$ cat config.mk
export PLATFORM = sky130hd
export DESIGN_NAME = nonce_search_ctrl_flat
export DESIGN_NICKNAME = d
export VERILOG_FILES = /design/src/rtl/nonce_search_ctrl_if.sv /design/src/rtl/nonce_search_ctrl.sv /design/src/flat_wrapper.sv
export SDC_FILE = /design/constraint.sdc
export NUM_CORES = 1
export LEC_CHECK = 0
export BUFFER_PORTS_ARGS = -buffer_cell sky130_fd_sc_hd__buf_2
export CAP_MARGIN = 20
export CELL_PAD_IN_SITES_DETAIL_PLACEMENT = 0
export CELL_PAD_IN_SITES_GLOBAL_PLACEMENT = 1
export CORE_UTILIZATION = 45
export CTS_BUF_LIST = sky130_fd_sc_hd__clkbuf_16
export DETAILED_ROUTE_END_ITERATION = 6
export PLACE_DENSITY = 0.87
export SYNTH_ARGS = -nofsm -noshare
export SYNTH_HDL_FRONTEND = slang
export SYNTH_SLANG_ARGS = --single-unit
$ cat constraint.sdc
create_clock -name clk -period 5.8 [get_ports clk]
set_clock_uncertainty 0.2 [all_clocks]
set_input_delay 1.16 -clock clk [delete_from_list [all_inputs] [get_ports clk]]
set_output_delay 1.16 -clock clk [all_outputs]
set_load 0.05 [all_outputs]
$ cat src/rtl/nonce_search_ctrl_if.sv
// Hash-core link of the nonce search controller: the block issued for hashing
// plus the hash result coming back.
interface nonce_search_ctrl_if #(
    parameter int HDR_BYTES   = 12,
    parameter int NONCE_BYTES = 4,
    parameter int HASH_BYTES  = 3
);
    logic [8*(HDR_BYTES+NONCE_BYTES)-1:0] blk_out;
    logic                                 blk_valid;
    logic [8*HASH_BYTES-1:0]              hash_in;
    logic                                 hash_valid;

    // Controller side: issues blocks, consumes hashes.
    modport master (
        output blk_out,
        output blk_valid,
        input  hash_in,
        input  hash_valid
    );

    // Hash-core side: consumes blocks, returns hashes.
    modport slave (
        input  blk_out,
        input  blk_valid,
        output hash_in,
        output hash_valid
    );
endinterface

$ cat src/rtl/nonce_search_ctrl.sv
// Nonce search controller: walks an inclusive (possibly wrapping) nonce range,
// issues {header, nonce} blocks to the hash core, compares the top target
// bytes of each returned hash against a threshold and reports the first
// winner, range exhaustion or a hash-core timeout. All outputs are registered.
module nonce_search_ctrl #(
    parameter int HDR_BYTES   = 12,
    parameter int NONCE_BYTES = 4,
    parameter int HASH_BYTES  = 3,
    parameter int TGT_BYTES   = 1,
    parameter int CNT_W       = 32,
    parameter int TIMEOUT     = 64
) (
    input  logic                      clk,
    input  logic                      reset,
    input  logic                      start,
    input  logic                      abort,
    input  logic [8*HDR_BYTES-1:0]    header,
    input  logic [8*NONCE_BYTES-1:0]  nonce_start,
    input  logic [8*NONCE_BYTES-1:0]  nonce_limit,
    input  logic [8*TGT_BYTES-1:0]    target,
    nonce_search_ctrl_if.master       hc,
    output logic                      busy,
    output logic                      found,
    output logic                      exhausted,
    output logic                      timeout_err,
    output logic [8*NONCE_BYTES-1:0]  nonce_found,
    output logic [8*HASH_BYTES-1:0]   hash_found,
    output logic [CNT_W-1:0]          attempts
);
    localparam int HDR_W   = 8 * HDR_BYTES;
    localparam int NONCE_W = 8 * NONCE_BYTES;
    localparam int HASH_W  = 8 * HASH_BYTES;
    localparam int TGT_W   = 8 * TGT_BYTES;
    localparam int BLK_W   = HDR_W + NONCE_W;
    localparam int WCNT_W  = $clog2(TIMEOUT + 1);

    typedef enum logic [2:0] {
        ST_IDLE  = 3'd0,
        ST_ISSUE = 3'd1,
        ST_WAIT  = 3'd2,
        ST_CHECK = 3'd3,
        ST_DONE  = 3'd4
    } state_t;

    state_t              state_q,       state_d;
    logic [HDR_W-1:0]    header_q,      header_d;
    logic [NONCE_W-1:0]  nonce_q,       nonce_d;
    logic [NONCE_W-1:0]  limit_q,       limit_d;
    logic [TGT_W-1:0]    target_q,      target_d;
    logic [HASH_W-1:0]   hash_q,        hash_d;
    logic [WCNT_W-1:0]   wait_cnt_q,    wait_cnt_d;
    logic [BLK_W-1:0]    blk_out_q,     blk_out_d;
    logic                blk_valid_q,   blk_valid_d;
    logic                busy_q,        busy_d;
    logic                found_q,       found_d;
    logic                exhausted_q,   exhausted_d;
    logic                timeout_err_q, timeout_err_d;
    logic [NONCE_W-1:0]  nonce_found_q, nonce_found_d;
    logic [HASH_W-1:0]   hash_found_q,  hash_found_d;
    logic [CNT_W-1:0]    attempts_q,    attempts_d;

    logic                win_s;
    logic                at_limit_s;

    // Win: top target bytes of the captured hash strictly below the threshold.
    always_comb begin
        win_s      = (hash_q[HASH_W-1 -: TGT_W] < target_q);
        at_limit_s = (nonce_q == limit_q);
    end

    // Next-state and output computation; abort overrides every other decision.
    always_comb begin
        state_d       = state_q;
        header_d      = header_q;
        nonce_d       = nonce_q;
        limit_d       = limit_q;
        target_d      = target_q;
        hash_d        = hash_q;
        wait_cnt_d    = wait_cnt_q;
        found_d       = found_q;
        exhausted_d   = exhausted_q;
        timeout_err_d = timeout_err_q;
        nonce_found_d = nonce_found_q;
        hash_found_d  = hash_found_q;
        attempts_d    = attempts_q;
        blk_valid_d   = 1'b0;
        blk_out_d     = blk_out_q;
        busy_d        = 1'b0;

        if (abort) begin
            state_d       = ST_IDLE;
            found_d       = 1'b0;
            exhausted_d   = 1'b0;
            timeout_err_d = 1'b0;
        end else begin
            case (state_q)
                ST_IDLE, ST_DONE: begin
                    if (start) begin
                        header_d      = header;
                        nonce_d       = nonce_start;
                        limit_d       = nonce_limit;
                        target_d      = target;
                        found_d       = 1'b0;
                        exhausted_d   = 1'b0;
                        timeout_err_d = 1'b0;
                        attempts_d    = '0;
                        state_d       = ST_ISSUE;
                    end else begin
                        state_d = state_q;
                    end
                end
                ST_ISSUE: begin
                    wait_cnt_d = '0;
                    state_d    = ST_WAIT;
                end
                ST_WAIT: begin
                    if (hc.hash_valid) begin
                        hash_d  = hc.hash_in;
                        state_d = ST_CHECK;
                    end else if (wait_cnt_q == WCNT_W'(TIMEOUT - 1)) begin
                        timeout_err_d = 1'b1;
                        nonce_found_d = nonce_q;
                        state_d       = ST_DONE;
                    end else begin
                        wait_cnt_d = wait_cnt_q + WCNT_W'(1'b1);
                    end
                end
                ST_CHECK: begin
                    if (attempts_q == '1) begin
                        attempts_d = attempts_q;
                    end else begin
                        attempts_d = attempts_q + CNT_W'(1'b1);
                    end
                    if (win_s) begin
                        found_d       = 1'b1;
                        nonce_found_d = nonce_q;
                        hash_found_d  = hash_q;
                        state_d       = ST_DONE;
                    end else if (at_limit_s) begin
                        exhausted_d   = 1'b1;
                        nonce_found_d = nonce_q;
                        hash_found_d  = hash_q;
                        state_d       = ST_DONE;
                    end else begin
                        nonce_d = nonce_q + NONCE_W'(1'b1);
                        state_d = ST_ISSUE;
                    end
                end
                default: begin
                    state_d = ST_IDLE;
                end
            endcase
        end

        // Block and valid are registered so they appear exactly in the ISSUE cycle.
        if (state_d == ST_ISSUE) begin
            blk_valid_d = 1'b1;
            blk_out_d   = {header_d, nonce_d};
        end else begin
            blk_valid_d = 1'b0;
            blk_out_d   = blk_out_q;
        end

        if ((state_d == ST_ISSUE) || (state_d == ST_WAIT) || (state_d == ST_CHECK)) begin
            busy_d = 1'b1;
        end else begin
            busy_d = 1'b0;
        end
    end

    // State and output registers, cleared asynchronously by reset.
    always_ff @(posedge clk or negedge reset) begin
        if (!reset) begin
            state_q       <= ST_IDLE;
            header_q      <= '0;
            nonce_q       <= '0;
            limit_q       <= '0;
            target_q      <= '0;
            hash_q        <= '0;
            wait_cnt_q    <= '0;
            blk_out_q     <= '0;
            blk_valid_q   <= 1'b0;
            busy_q        <= 1'b0;
            found_q       <= 1'b0;
            exhausted_q   <= 1'b0;
            timeout_err_q <= 1'b0;
            nonce_found_q <= '0;
            hash_found_q  <= '0;
            attempts_q    <= '0;
        end else begin
            state_q       <= state_d;
            header_q      <= header_d;
            nonce_q       <= nonce_d;
            limit_q       <= limit_d;
            target_q      <= target_d;
            hash_q        <= hash_d;
            wait_cnt_q    <= wait_cnt_d;
            blk_out_q     <= blk_out_d;
            blk_valid_q   <= blk_valid_d;
            busy_q        <= busy_d;
            found_q       <= found_d;
            exhausted_q   <= exhausted_d;
            timeout_err_q <= timeout_err_d;
            nonce_found_q <= nonce_found_d;
            hash_found_q  <= hash_found_d;
            attempts_q    <= attempts_d;
        end
    end

    assign hc.blk_out   = blk_out_q;
    assign hc.blk_valid = blk_valid_q;
    assign busy         = busy_q;
    assign found        = found_q;
    assign exhausted    = exhausted_q;
    assign timeout_err  = timeout_err_q;
    assign nonce_found  = nonce_found_q;
    assign hash_found   = hash_found_q;
    assign attempts     = attempts_q;
endmodule

$ cat src/flat_wrapper.sv
// flat-port wrapper written by rule: the top's interface ports become plain ports
module nonce_search_ctrl_flat 
#(
    parameter int HDR_BYTES   = 12,
    parameter int NONCE_BYTES = 4,
    parameter int HASH_BYTES  = 3,
    parameter int TGT_BYTES   = 1,
    parameter int CNT_W       = 32,
    parameter int TIMEOUT     = 64
)
  (clk, reset, start, abort, header, nonce_start, nonce_limit, target, busy, found, exhausted, timeout_err, nonce_found, hash_found, attempts, hc_blk_out, hc_blk_valid, hc_hash_in, hc_hash_valid);
  nonce_search_ctrl_if #(.HDR_BYTES(HDR_BYTES), .NONCE_BYTES(NONCE_BYTES), .HASH_BYTES(HASH_BYTES)) hc_i ();
  input  logic clk;
  input  logic reset;
  input  logic start;
  input  logic abort;
  input  logic [8*HDR_BYTES-1:0] header;
  input  logic [8*NONCE_BYTES-1:0] nonce_start;
  input  logic [8*NONCE_BYTES-1:0] nonce_limit;
  input  logic [8*TGT_BYTES-1:0] target;
  output logic busy;
  output logic found;
  output logic exhausted;
  output logic timeout_err;
  output logic [8*NONCE_BYTES-1:0] nonce_found;
  output logic [8*HASH_BYTES-1:0] hash_found;
  output logic [CNT_W-1:0] attempts;
  output wire logic [$bits(hc_i.blk_out)-1:0] hc_blk_out;
  output wire logic [$bits(hc_i.blk_valid)-1:0] hc_blk_valid;
  input wire logic [$bits(hc_i.hash_in)-1:0] hc_hash_in;
  input wire logic [$bits(hc_i.hash_valid)-1:0] hc_hash_valid;
  assign hc_blk_out = hc_i.blk_out;
  assign hc_blk_valid = hc_i.blk_valid;
  assign hc_i.hash_in = hc_hash_in;
  assign hc_i.hash_valid = hc_hash_valid;
  nonce_search_ctrl #(.HDR_BYTES(HDR_BYTES), .NONCE_BYTES(NONCE_BYTES), .HASH_BYTES(HASH_BYTES), .TGT_BYTES(TGT_BYTES), .CNT_W(CNT_W), .TIMEOUT(TIMEOUT)) u_core (.clk(clk), .reset(reset), .start(start), .abort(abort), .header(header), .nonce_start(nonce_start), .nonce_limit(nonce_limit), .target(target), .hc(hc_i), .busy(busy), .found(found), .exhausted(exhausted), .timeout_err(timeout_err), .nonce_found(nonce_found), .hash_found(hash_found), .attempts(attempts));
endmodule
* After elaboration in Yosys (flattened, before gate mapping) *
Cells that the tools add are included.

storage, ports and cells
  logic and storage cells = 104
  register bits = 423
  latch bits = 0
  bits of input ports = 197
  RAM bits = 0
  memories kept = 0
  output and inout port bits = 221
  ROM bits = 0

cells by class
  div/mod/pow operators = 0
  reductions and logical operators = 19
  bitwise logic cells = 1
  shift operators = 0
  muxes and demuxes = 42
  eq/ne operators = 22
  multiply operators = 0
  $lt $le $gt $ge = 1
  add/sub/neg operators = 3

operator list
  operator                                                number
  two-way mux 32 bit                                      10
  two-way mux 96 bit                                      3
  case mux 32 bit (2 select lines)                        3
  adder 32 x 1 -> 32 bit (second input constant)          2
  two-way mux 24 bit                                      2
  equality test 32 bit                                    1
  equality test 32 bit (second input constant)            1
  two-way mux 3 bit                                       6
  AND reduction 4 bit                                     4
  two-way mux 7 bit                                       2
  case mux 7 bit (2 select lines)                         1
  equality test 3 x 2 -> 1 bit (second input constant)    4
  case mux 3 bit (4 select lines)                         1
  AND reduction 3 bit                                     4
  two-way mux 1 bit                                       11
  inequality test 3 x 2 -> 1 bit (second input constant)  3
  inequality test 3 bit (second input constant)           3
  less-than comparator 8 bit                              1
  inequality test 2 bit (second input constant)           4
  nonzero test 2 bit                                      4
  adder 7 x 1 -> 7 bit (second input constant)            1
  equality test 7 x 6 -> 1 bit (second input constant)    1
  equality test 3 x 1 -> 1 bit (second input constant)    2
  case mux 1 bit (2 select lines)                         3
  9 further kinds                                         11

* Longest topological paths before layout *
Gate-level depths: netlist of the first run.

  word-level depth = 9
  mapped depth = 13
  depth with buffers taken out = 11

* Least setup slack after synthesis of the first run *
No wires, ideal clock.

  path type = input to register
  start point = input port abort
  end point = register u_core.wait_cnt_q[4]
  path buffers = 1
  setup slack = 2.605 ns
  cell stages on the path = 7
  data arrival time = 2.846 ns
  data required time = 5.452 ns
  setup time = 0.148 ns
  path through = clkbuf_1 -> nor4_1 -> o21bai_1 -> a21boi_0 -> nor2b_1 -> xnor2_1 -> nor2_1

between the ends
  longest elaborated chain between the ends = 2

ends and longest elaborated chain
  what                           line                      text
  start, declared                flat_wrapper.sv:16        input logic abort;
  inverter 1 bit (no line)       -
  AND reduction 4 bit (no line)  -
  end signal, assigned           nonce_search_ctrl.sv:197  wait_cnt_q <= wait_cnt_d;
  end, declared                  nonce_search_ctrl.sv:51   logic [WCNT_W-1:0] wait_cnt_q, wait_cnt_d;

Every way passes these cells.
A chain may end at the register's enable or synchronous reset.

* Worst setup path after layout of the first run *
  start point = register u_core.hash_q[18]
  end point = register u_core.blk_out_q[95] (netlist: u_core.hc.blk_out[95])

between the ends
  longest elaborated chain between the ends = 5

ends and longest elaborated chain
  what                             line                      text
  start, declared                  nonce_search_ctrl.sv:50   logic [HASH_W-1:0] hash_q, hash_d;
  start signal, assigned           nonce_search_ctrl.sv:196  hash_q <= hash_d;
  less-than comparator 8 bit       nonce_search_ctrl.sv:67   win_s = (hash_q[HASH_W-1 -: TGT_W] < target_q);
  two-way mux 3 bit                nonce_search_ctrl.sv:134  if (win_s) begin
  case mux 3 bit (4 select lines)  nonce_search_ctrl.sv:96   case (state_q)
  two-way mux 3 bit                nonce_search_ctrl.sv:90   if (abort) begin
  equality test 3 x 1 -> 1 bit     nonce_search_ctrl.sv:156  if (state_d == ST_ISSUE) begin
  end signal, assigned             nonce_search_ctrl.sv:198  blk_out_q <= blk_out_d;
  end, declared                    nonce_search_ctrl.sv:52   logic [BLK_W-1:0] blk_out_q, blk_out_d;

Every way passes these cells.

==> results of run 1 <==
## cells in the final DEF, fill, tap and decap left out, types with 30 or more instances in the layout
master and n:
inv_1 30, clkbuf_16 44, nor2_1 171, mux2_2 78, nand3_1 37, dfrtp_1 423
xnor2_1 47, buf_2 416, a31oi_1 102, nand2_1 464
## power groups by stage
stage                     logic (mW)  registers, mW  clock network [mW]
after floorplan                 1.46           6.24                   0
after global placement          4.35           4.53                   0
after detailed placement        4.44           4.56                   0
after CTS                       4.46           4.52                2.67
after global routing            4.70           4.64                2.77
final                           4.43           4.53                2.59
## layer usage
layer  wire (um)  vias up  global-route usage (%)
li1            -     6703                       -
met1       21300     6941                    33.6
met2       23400      500                    38.1
met3        4250      110                    6.59
met4        2060       12                    12.3
met5          72        -                       0
## worst min-delay path by stage
| stage | from | end | slack, ps | depth (start not counted) |
|---|---|---|---|---|
| 2_1_floorplan | u_core.target_q[0] | u_core.target_q[0] | 240 | 2 |
| 3_3_place_gp | u_core.header_q[65] | u_core.header_q[65] | 250 | 2 |
| 3_5_place_dp | u_core.header_q[80] | u_core.header_q[80] | 260 | 2 |
| 4_1_cts | u_core.header_q[80] | u_core.header_q[80] | 270 | 2 |
| 5_1_grt | u_core.header_q[48] | u_core.header_q[48] | 280 | 2 |
| 6_report | u_core.header_q[79] | u_core.header_q[79] | 270 | 2 |
## cells by family after synthesis
logic type / share of synthesized area, %
multiplexers: 7.91
AO/OA/AOI/OAI: 8.11
XOR/XNOR: 2.98
AND/OR/NAND/NOR: 18.5
flip-flops: 59.0
adder cells (fa/ha/maj): 0.697
buffers and inverters: 2.86
## layout make-up
cell class / instances / area (um^2) / share of cell area (%)
tap: 518 / 648 / 2.97
inverter: 20 / 80.1 / 0.367
antenna: 17 / 42.5 / 0.195
timing repair buffer: 436 / 2280 / 10.4
clock inverter: 32 / 195 / 0.895
clock buffer: 44 / 1100 / 5.05
sequential: 423 / 10600 / 48.5
multi-input combinational: 1193 / 6870 / 31.5
## worst max-delay path: cells and delay by family (launching register included)
kind | cells | cell delay, ps
and+or+nand+nor | 4 | 940
buffers and inverters | 2 | 1030
adders and majority gates | 1 | 310
AOI/OAI and AO/OA | 4 | 1270
DFF | 1 | 400
## state kept, by name (all words and copies together) (netlist names)
register / cells
u_core.nonce_q: 32
u_core.exhausted: 1
u_core.timeout_err: 1
u_core.hc.blk_valid: 1
u_core.hash_q: 24
u_core.hc.blk_out: 128
u_core.hash_found: 24
u_core.wait_cnt_q: 7
u_core.header_q: 96
u_core.busy: 1
u_core.found: 1
u_core.target_q: 8
u_core.limit_q: 32
u_core.nonce_found: 32
u_core.state_q: 3
u_core.attempts: 32
==> flow_summary.json, run 1 <==
{
  "ant_nets": 0,
  "post-route-min-period_ps": 4310,
  "preCtsSetupSlack_ps": 1260,
  "synth.avg_cell_area_um2": 10.4,
  "synthTopCellsByArea": "dfrtp_1, nand2_1, mux2_2",
  "critPathMaxStageDelay_ps": 560,
  "n_fill_cell": 3494,
  "htreeDepth": 2,
  "crit_path_end_kind": "flop",
  "critical_path_required_ps": 6080,
  "numPortBuffers": 417,
  "drt-initial-drc-count": 923,
  "rrSetupSlack_ps": 1490,
  "crit_top_cell": "nor2_1",
  "maxCapViolCount": 0,
  "syn_inst": 1734,
  "cp_cell_sequence": "ha_1 > nand2_1 > o21ai_0 > a41oi_1 > a21o_1 > nor2_1 > nor2_1 > inv_6 > buf_12 > nor2_1 > a31oi_1",
  "synth_top_area_cell": "dfrtp_1",
  "ys_seq_elements": 423,
  "final_max_slew_viol_count": 0,
  "post-route-util_pct": 55.9,
  "reg2reg_from": "u_core.hash_q[18]",
  "yosys-top-cells-count": "nand2_1, dfrtp_1, nor2_1",
  "clock_power_share_pct": 22.4,
  "cts_tree": "built",
  "seq_power_share_pct": 39.2,
  "synth_cell_types": 69,
  "start_util_pct": 46.0,
  "vias": 14266,
  "clock_sinks": 423,
  "layout_setup_ws_ps": 1490,
  "dpl_cell_area_um2": 20500,
  "drtPass1Iterations": 5,
  "max_slew_margin_pct": 33.2,
  "drc_errors": 0,
  "yosysSeqAreaShare_pct": 59.0,
  "p_int_mw": 6.51,
  "wl_per_cell_um": 19.0,
  "p_leak_nw": 10.8,
  "power.switching_mw": 5.04,
  "worst_pin_slew_ps": 1000,
  "area_growth_syn_to_layout_pct": 21.4,
  "num-nets-final": 2325,
  "r2r-end": "u_core.hc.blk_out[95]",
  "critPathLaunchType": "flop",
  "synth_nets": 1941,
  "hp-class": "flop to flop",
  "syn_area_um2": 18000,
  "design_area_um2": 21800,
  "die_area_um2": 40700,
  "crit_end": "u_core.hc.blk_out[95]",
  "yosys_warnings": 0,
  "worstPathArrival_ps": 4590,
  "root_buffer": "clkbuf_16",
  "antenna_found_initial": 23,
  "dp_hpwl_um": 35700,
  "rows": 72,
  "yosysMostFrequentCell": "nand2_1",
  "ioPinCount": 418,
  "swShare_pct": 43.6,
  "grtUsageTotal_pct": 25.2,
  "core_area_um2": 39000,
  "tns_ps": 0,
  "chipHeight_um": 202,
  "yosys.area.top_type_share_pct": 59.0,
  "cp_max_fo": 111,
  "crit_start": "u_core.hash_q[18]",
  "die_w_um": 202,
  "clockBufferDepth": 3,
  "path_clk_slew_ps": 60,
  "synth-main-ff-cell": "dfrtp_1",
  "cts-resized-gates": 0,
  "critPathKind": "flop to flop",
  "rsz0062_at_grt": "no",
  "max_freq_mhz": 232,
  "viasPerCell": 5.32,
  "ctsHoldBuffers": 0,
  "grt_max_degree": 152,
  "placedCellCount": 2590,
  "final-setup-viol-count": 0,
  "power_density_nw_per_um2": 530,
  "total_power_mw": 11.5,
  "postSynth.asyncResetShare_pct": 100,
  "postCtsSetupRepairBufs": 0,
  "gp_congestion": 0.878,
  "peakVddDrop_uv": 344,
  "finalNonFillerCells": 2683,
  "grt_pass1_vias": 14260,
  "reg2reg_depth": 11,
  "status": "finished clean",
  "hold_viol": 0,
  "combinationalPowerShare_pct": 38.3,
  "numCtsBuffers": 44,
  "grt_pass1_wl_um": 80000,
  "critPathSlowestCell": "inv_6",
  "insertion_delay_ps": 580,
  "finalCritPeriodShare_pct": 74.3,
  "synth-edff-count": 0,
  "worst_hold_slack_ps": 266,
  "grt_overflow": 0,
  "totalWireLength_um": 51100,
  "drive_above_1_share_pct": 28.1
}
No activity file was read; power rests on OpenSTA's default activity.
==> run 2, diff against run 1 <==
--- a/config.mk
+++ b/config.mk
@@ -9,10 +9,10 @@
 export CAP_MARGIN = 20
 export CELL_PAD_IN_SITES_DETAIL_PLACEMENT = 0
 export CELL_PAD_IN_SITES_GLOBAL_PLACEMENT = 1
-export CORE_UTILIZATION = 45
+export CORE_UTILIZATION = 37
 export CTS_BUF_LIST = sky130_fd_sc_hd__clkbuf_16
 export DETAILED_ROUTE_END_ITERATION = 6
-export PLACE_DENSITY = 0.87
+export PLACE_DENSITY = 0.76
 export SYNTH_ARGS = -nofsm -noshare
 export SYNTH_HDL_FRONTEND = slang
 export SYNTH_SLANG_ARGS = --single-unit
==> constraint.sdc (replaced) <==
create_clock -name clk -period 3.5 [get_ports clk]
set_clock_uncertainty 0.2 [all_clocks]
set_input_delay 0.7 -clock clk [delete_from_list [all_inputs] [get_ports clk]]
set_output_delay 0.7 -clock clk [all_outputs]
set_load 0.05 [all_outputs]
==> run 2 against run 1 <==
Against the previous run:
- cell count rose by 5.4%
- wire length rose by 7.5%
- maximum frequency up 28%
- utilization down 8.7 points
- die area increased by 21%
- combinational power is 70% higher
==> flow_summary.json, run 2 (synthesis gave the netlist of run 1 again) <==
{
  "cts_tree": "built",
  "maxCapViolCount": 0,
  "p_leak_nw": 11.2,
  "cp_cell_sequence": "ha_1 > and4_1 > nor4b_1 > buf_4 > nand2_1 > a2111oi_1 > mux2i_1 > o21ai_2 > mux2_2",
  "antenna_found_initial": 20,
  "critPathLaunchType": "flop",
  "drive_above_1_share_pct": 29.9,
  "numPortBuffers": 417,
  "hold_viol": 0,
  "rows": 80,
  "clockBufferDepth": 3,
  "power.switching_mw": 8.53,
  "clock_sinks": 423,
  "dp_hpwl_um": 39500,
  "insertion_delay_ps": 580,
  "grt_max_degree": 90,
  "seq_power_share_pct": 37.7,
  "post-route-min-period_ps": 3380,
  "htreeDepth": 2,
  "chipHeight_um": 222,
  "area_growth_syn_to_layout_pct": 25.6,
  "critical_path_required_ps": 3760,
  "totalWireLength_um": 54900,
  "numCtsBuffers": 47,
  "worstPathArrival_ps": 3640,
  "wl_per_cell_um": 19.4,
  "max_freq_mhz": 296,
  "clock_power_share_pct": 24.5,
  "worst_hold_slack_ps": 108,
  "finalCritPeriodShare_pct": 96.5,
  "core_area_um2": 47800,
  "layout_common_cells": "nand2_1, dfrtp_1, buf_2",
  "combinationalPowerShare_pct": 37.8,
  "start_util_pct": 37.5,
  "grtUsageTotal_pct": 22.1,
  "drt-initial-drc-count": 1126,
  "ant_nets": 0,
  "path_clk_slew_ps": 60,
  "grt_pass1_wl_um": 85100,
  "vias": 14610,
  "gp_congestion": 0.898,
  "max_slew_margin_pct": 37.3,
  "crit_path_end_kind": "flop",
  "num-nets-final": 2368,
  "largest_reg_flops": 128,
  "drtPass1Iterations": 5,
  "root_buffer": "clkbuf_16",
  "viasPerCell": 5.16,
  "final-setup-viol-count": 0,
  "swShare_pct": 42.9,
  "die_area_um2": 49400,
  "power_density_nw_per_um2": 882,
  "worst_pin_slew_ps": 934,
  "grt_pass1_vias": 14603,
  "tns_ps": 0,
  "critPathKind": "flop to flop",
  "final_common_cell": "nand2_1",
  "hp-class": "primary input to flop",
  "critPathSlowestCell": "a2111oi_1",
  "post-route-util_pct": 47.1,
  "ioPinCount": 418,
  "die_w_um": 222,
  "rsz0062_at_grt": "no",
  "final_max_slew_viol_count": 0,
  "cp_max_fo": 8,
  "postCtsSetupRepairBufs": 0,
  "drc_errors": 0,
  "critPathMaxStageDelay_ps": 610,
  "p_int_mw": 11.4,
  "grt_overflow": 0,
  "status": "finished clean",
  "peakVddDrop_uv": 401
}
[run 2: cell count changes in the layout (fill, tap and decap cells not counted), sizes merged, moves of 3 or more]
| cell | change |
|---|---|
| inv | -3 |
| clkinv | +5 |
| clkbuf | +4 |
| bufinv | +4 |
| buf | +39 |
[run 2: path summary, 6_finish.rpt]
check / from / depth (start not counted) / slack [ps] / endpoint
max in group asynchronous: reset / 4 / 1630 / u_core.header_q[45]
setup / recovery: u_core.nonce_q[0] / 9 / 120 / u_core.hc.blk_out[28]
setup reg to reg: u_core.nonce_q[0] / 9 / 120 / u_core.hc.blk_out[28]
hold / removal: nonce_limit[30] / 3 / 110 / u_core.limit_q[30]
min in group asynchronous: reset / 2 / 430 / u_core.hash_found[4]
hold reg to reg: u_core.header_q[65] / 2 / 260 / u_core.header_q[65]
[run 2: what timing repair did]
action	CTS	global route
gates resized for setup	0	1
setup endpoints to repair	0	1
hold buffers	1	0
hold endpoints to repair	62	0
[run 2: through the flow]
step	cell area [um^2]	power (mW)	worst slack, ps	cells
final	22600	19.9	121	2829
after global routing	22500	20.8	8.68	2825
after CTS	22500	20.1	49.9	2812
after detailed placement	21000	15.1	91.0	2726
after global placement	21000	15.0	128	2726
after floorplan	18000	12.8	648	1734
[run 2: worst max-delay path: cells and delay by family (launching register included)]
kind,cells,cell delay [ps]
AND/OR/NAND/NOR,3,780
multiplexers,2,550
AO/OA/AOI/OAI,2,680
adder cells (fa/ha/maj),1,320
flip-flops,1,550
buffers and inverters,1,180
[run 2: final cells by class]
cell class	count	area, um^2
Antenna cell	17	42.5
Clock buffer	48	1200
Clock inverter	37	300
Fill cell	4577	25300
Inverter	20	80.1
Multi-Input combinational cell	1193	6880
Sequential cell	423	10600
Tap cell	615	769
Timing Repair Buffer	476	2710
[run 2: power by group through the flow]
stage	clock [mW]	combinational, mW	sequential, mW
2_1_floorplan	0	2.42	10.3
3_3_place_gp	0	7.49	7.49
3_5_place_dp	0	7.56	7.56
4_1_cts	5.00	7.58	7.48
5_1_grt	5.17	7.99	7.68
6_report	4.87	7.53	7.50
[run 2: per-layer routing]
layer | up-vias | global-route usage [%] | wire, um
met5 | - | 0 | 61
met4 | 10 | 8.49 | 1860
met3 | 109 | 6.07 | 4420
met2 | 499 | 34.3 | 25100
met1 | 7180 | 29.3 | 23500
li1 | 6812 | - | -
